[config.mk]
export PLATFORM = sky130hd
export DESIGN_NAME = adder_wc_pipe
export DESIGN_NICKNAME = d
export VERILOG_FILES = /design/src/rtl/ldpc_pkg.sv /design/src/rtl/sat_add_lane.sv /design/src/rtl/adder_wc_pipe.sv
export SDC_FILE = /design/constraint.sdc
export NUM_CORES = 2
export LEC_CHECK = 0
export BUFFER_PORTS_ARGS = -buffer_cell sky130_fd_sc_hd__clkbuf_2
export CORE_AREA = 4 4 388 390
export DETAILED_ROUTE_END_ITERATION = 8
export DIE_AREA = 0 0 392 394
export GPL_ROUTABILITY_DRIVEN = 1
export PLACE_DENSITY = 0.6
export SYNTH_ARGS = -nofsm -noshare
export SYNTH_HDL_FRONTEND = slang
export SYNTH_SLANG_ARGS = --single-unit
[constraint.sdc]
create_clock -name clk -period 1.7 [get_ports clk]
set_input_delay 0.085 -clock clk [delete_from_list [all_inputs] [get_ports clk]]
set_output_delay 0.085 -clock clk [all_outputs]
set_load 0.05 [all_outputs]
[src/rtl/ldpc_pkg.sv]
// Shared constants and helpers for the layered LDPC datapath blocks.
package ldpc_pkg;

  localparam int W_DEF    = 10;
  localparam int WC_DEF   = 32;
  localparam int TAGW_DEF = 8;

  // Largest magnitude an LLR may take; the range is kept symmetric around zero.
  function automatic int llr_max(input int w);
    return (1 << (w - 1)) - 1;
  endfunction

  // Low bit index of lane i in a packed vector of w-bit lanes.
  function automatic int lane_lo(input int i, input int w);
    return i * w;
  endfunction

endpackage

[src/rtl/sat_add_lane.sv]
// One lane: widened two's-complement add, and symmetric clip of a registered sum.
module sat_add_lane
  import ldpc_pkg::*;
#(
  parameter int W = W_DEF
) (
  input  logic signed [W-1:0] q,
  input  logic signed [W-1:0] r,
  output logic signed [W:0]   sum,
  input  logic signed [W:0]   sum_r,
  output logic signed [W-1:0] s,
  output logic                sat
);

  localparam logic signed [W:0] SMAX = (W+1)'(llr_max(W));
  localparam logic signed [W:0] SMIN = -SMAX;

  assign sum = {q[W-1], q} + {r[W-1], r};

  always_comb begin
    sat = 1'b0;
    s   = sum_r[W-1:0];
    if (sum_r > SMAX) begin
      s   = SMAX[W-1:0];
      sat = 1'b1;
    end else if (sum_r < SMIN) begin
      s   = SMIN[W-1:0];
      sat = 1'b1;
    end
  end

endmodule

[src/rtl/adder_wc_pipe.sv]
// Two-stage Wc-lane saturating adder (P = Q + R) with valid/ready and a sideband tag.
// Optional saturation counter is enabled with `define ADDER_WC_SATCNT_EN.
module adder_wc_pipe
  import ldpc_pkg::*;
#(
  parameter int W    = W_DEF,
  parameter int Wc   = WC_DEF,
  parameter int TAGW = TAGW_DEF
) (
  input  logic              clk,
  input  logic              rst,
  input  logic              in_valid,
  output logic              in_ready,
  input  logic [Wc*W-1:0]   X,
  input  logic [Wc*W-1:0]   Y,
  input  logic [TAGW-1:0]   in_tag,
  output logic              out_valid,
  input  logic              out_ready,
  output logic [Wc*W-1:0]   S,
  output logic [Wc-1:0]     sat,
  output logic [TAGW-1:0]   out_tag
`ifdef ADDER_WC_SATCNT_EN
  ,
  input  logic              sat_clr,
  output logic [15:0]       sat_cnt
`endif
);

  localparam int SW = W + 1;

  logic                s1_valid;
  logic [Wc*SW-1:0]    s1_sum;
  logic [TAGW-1:0]     s1_tag;
  logic [Wc*SW-1:0]    lane_sum;
  logic [Wc*W-1:0]     lane_s;
  logic [Wc-1:0]       lane_sat;
  logic                s1_adv;
  logic                s2_adv;

  assign s2_adv   = !out_valid || out_ready;
  assign s1_adv   = !s1_valid || s2_adv;
  assign in_ready = s1_adv;

  for (genvar i = 0; i < Wc; i++) begin : g_lane
    sat_add_lane #(.W(W)) u_lane (
      .q     (X[lane_lo(i, W) +: W]),
      .r     (Y[lane_lo(i, W) +: W]),
      .sum   (lane_sum[lane_lo(i, SW) +: SW]),
      .sum_r (s1_sum[lane_lo(i, SW) +: SW]),
      .s     (lane_s[lane_lo(i, W) +: W]),
      .sat   (lane_sat[i])
    );
  end

  // When s1 advances its old word (if any) has moved on, so validity follows in_valid.
  always_ff @(posedge clk or negedge rst) begin
    if (!rst) begin
      s1_valid <= 1'b0;
      s1_sum   <= '0;
      s1_tag   <= '0;
    end else if (s1_adv) begin
      s1_valid <= in_valid;
      if (in_valid) begin
        s1_sum <= lane_sum;
        s1_tag <= in_tag;
      end
    end
  end

  always_ff @(posedge clk or negedge rst) begin
    if (!rst) begin
      out_valid <= 1'b0;
      S         <= '0;
      sat       <= '0;
      out_tag   <= '0;
    end else if (s2_adv) begin
      out_valid <= s1_valid;
      if (s1_valid) begin
        S       <= lane_s;
        sat     <= lane_sat;
        out_tag <= s1_tag;
      end
    end
  end

`ifdef ADDER_WC_SATCNT_EN
  logic [15:0] sat_pop;
  logic [16:0] sat_nxt;

  always_comb begin
    sat_pop = '0;
    for (int unsigned i = 0; i < Wc; i++) begin
      sat_pop = sat_pop + 16'(sat[i]);
    end
    sat_nxt = {1'b0, sat_cnt} + {1'b0, sat_pop};
  end

  always_ff @(posedge clk or negedge rst) begin
    if (!rst) begin
      sat_cnt <= '0;
    end else if (sat_clr) begin
      sat_cnt <= '0;
    end else if (out_valid && out_ready) begin
      sat_cnt <= sat_nxt[16] ? '1 : sat_nxt[15:0];
    end
  end
`endif

endmodule
==> impl_results.md <==
- Latest clock arrival within the worst-skew pair: 690 ps
- Synthesized area: 0.0435 sq mm
- Share of cells above drive strength 1: 29.9%
- DRC viols: 0
- Post-Route WL: 201000 um
- Worst-margin pin slew: 839 ps
- Via count: between 40k and 50k
- Number of flops mapped to enable cells by yosys: 0
- RSZ-0062 raised after global routing: true
- First-pass GRT wire length: 291000 um
- Mapped Cells: 4934
- Pins Over Slew Limit: 0
- Area Overhead vs Synth: 59.0%
- Row count: 141
- Starting DRC count in detailed routing: 3222
- Top FF cell, synth: dfrtp_1
- Worst setup path category: reg -> reg
- Dominant cells by area after synthesis: dfrtp_1 42%, ha_1 9.2%, nand2_1 8.6%
- CP required: 2310 ps
- HPWL Detailed: 145000 um
- Distinct cells, synth: between 60 and 70
- Most frequent cells in the layout: 1008 x clkbuf_2, 969 x nand2_1, 720 x dfrtp_1, 695 x dlygate4sd3_1, 553 x buf_4
- Fmax: 534 MHz
- Vias in the first global route: 48.0k
- CP Capture Type: flop
- Final hold vios: 0
- Final worst setup slack: -171 ps
- Ports: 1014
- Pwr dens: 1180 mW/mm^2
- Tcrit/Tclk final: 110%
- Buffers on Ports: 1013
- Post-route cell area: slightly below 0.07 sq mm
- Nets: 8266
- GR Util met1: 29.9%
- Max Cap Viol: 0
- First-pass iteration count of the detailed router: 5
- Routability Congestion: 0.948
- Syn_area_per_cell: between 8 and 9 sq um
- Worst min-delay path category: in -> reg
- FF+latch count, synth: 722
- Status: complete, but fails checks
- Largest fanout on the critical path: 13
- Dpl cells: 8262
- Clk slew on worst S/H paths: around 60 ps
- Die height: about 400 um
- Clock Skew: 28.3 ps
- Most common cell after layout, fill and taps aside: clkbuf_2
- Sequential area share after synthesis: 41.5%
- Place WS: -388 ps
- Placement Cell Area: ~0.055 sq mm
- Critical path arrival: 2480 ps
- CTS tree: yes
- Setup_tns: -5010 ps
- Relative slew slack: 43.5%
- Initial antenna violation count: 37
- Syn_nets: 5938
- Non-filler cells, final: roughly 9.3k
- CTS Buf Count: 90
- Clock sinks: between 700 and 800
- Gr busiest metal: met2
- Largest net degree at the start of global routing: 85
- VDD IR max: between 0.9 and 1 mV
- Final worst path period need: around 1900 ps
- Global route total overflow: 0
- CTS H-tree depth: 3
- Area leader, netlist: dfrtp_1
- Leakage: 33.0 nW
- Root Driver: clkbuf_16
- Startpoint types: flop
- Synth top area share: between 40% and 50%
- Drt wl/cell: 21.6 um
- GR Util All Layers: about a quarter
- Routing usage on met3: 4.89%
- Die X: 392 um
- Global Route met2 Usage: about 40%
- Number of fill cells: 13.7k
- Final setup violation count: 83
- Yosys warns: 0
- Ys async rst share: 100%
- Vias per Instance: 5.17
- Starting Density: 29.6%
- Min Hold Slack: between 30 and 40 ps
- Die area: approximately 0.15 sq mm
- Core footprint: 0.147 sq mm
- Longest Clk Path Bufs: 3
- Antenna violation net count after detailed routing: 0
- Violated checks: negative setup slack
-- where the power goes --
group | switching [mW] | internal (mW) | total (mW)
registers | 4.65 | 21.7 | 26.3
clock network | 8.37 | 12.6 | 21.0
logic | 22.3 | 11.9 | 34.1
total | 35.3 | 46.2 | 81.4
-- final timing paths --
kind | startpoint | endpoint | slack (ps) | cells past startpoint
min | Y[223] | s1_sum[245] | 30 | 5
max | out_valid | s1_sum[50] | -170 | 7
min in group asynchronous | rst | S[109] | 240 | 3
max in group asynchronous | rst | s1_sum[49] | 580 | 3
max reg2reg | out_valid | s1_sum[50] | -170 | 7
min reg2reg | s1_tag[7] | out_tag[7] | 470 | 2
-- timing repair --
item / in CTS / in global routing
pin swaps: 71 / 136
cloned: 15 / 31
endpoints found under the setup margin: 220 / 345
gates resized for setup: 171 / 429
hold buffers: 707 / 3
hold endpoints to repair: 1050 / 4
buffers inserted: 48 / 55
-- state kept, by name, summed over array words and instances (netlist names) --
name       flops
out_valid      1
out_tag        8
S            320
s1_tag         8
sat           32
s1_valid       1
s1_sum       352
-- layout make-up --
class                   count  area, sq um  share of cell area [%]
clock inverters            49          722                    1.04
clock buffers             115         2470                    3.57
flip-flops and latches    722        18100                    26.1
well taps                1930         2410                    3.49
diodes                     26         65.1                  0.0941
multi-input cells        3837        25300                    36.6
repair buffers           2446        19500                    28.2
inverters                 165          619                   0.896
-- critical path: stages, from the launching register on --
cell	delay, ps
dfrtp_2	430
nand3b_4	130
buf_4	150
nand2_4	150
buf_4	190
buf_4	160
or4_1	500
nand3_1	100
-- cells in the mapped netlist, types with 71 or more instances --
master,count
nand2_1,994
dfrtp_1,722
o21ai_0,585
ha_1,320
nor2_1,299
a21oi_1,177
inv_1,165
nand3_1,113
buf_2,108
o31ai_1,100
xor2_1,87
nor2b_1,79
nor3_1,79
clkbuf_1,78
nor3b_1,78
a21o_1,72
o21a_1,71
-- through the flow --
| step | util [%] | total power, mW |
|---|---|---|
| floorplan | - | 44.2 |
| global placement | 37.3 | 56.0 |
| detailed placement | 37.3 | 56.3 |
| CTS | 45.3 | 80.1 |
| global route | 47.0 | 85.4 |
| finish | 47.0 | 81.4 |
-- routing by layer --
metal  up-vias  wire length (um)
met3       494             13400
met2      1778             94600
li1      22501                 -
met1     23218             81600
met4        14             11200
met5         -                92
-- cells by family (layout without fill, tap and decap cells) --
| logic type | Yosys count | in the layout | share of synthesized area (%) |
|---|---|---|---|
| buffers and inverters | 380 | 2775 | 3.75 |
| AND/OR/NAND/NOR | 1919 | 1921 | 20.2 |
| flip-flops | 722 | 722 | 41.5 |
| multiplexers | 4 | 4 | 0.0921 |
| XOR/XNOR | 112 | 112 | 2.26 |
| other | 0 | 26 | 0 |
| adder cells (fa/ha/maj) | 352 | 352 | 10.7 |
| AO/OA/AOI/OAI | 1445 | 1448 | 21.5 |
Note: power is estimated with default switching activity, not from simulation.
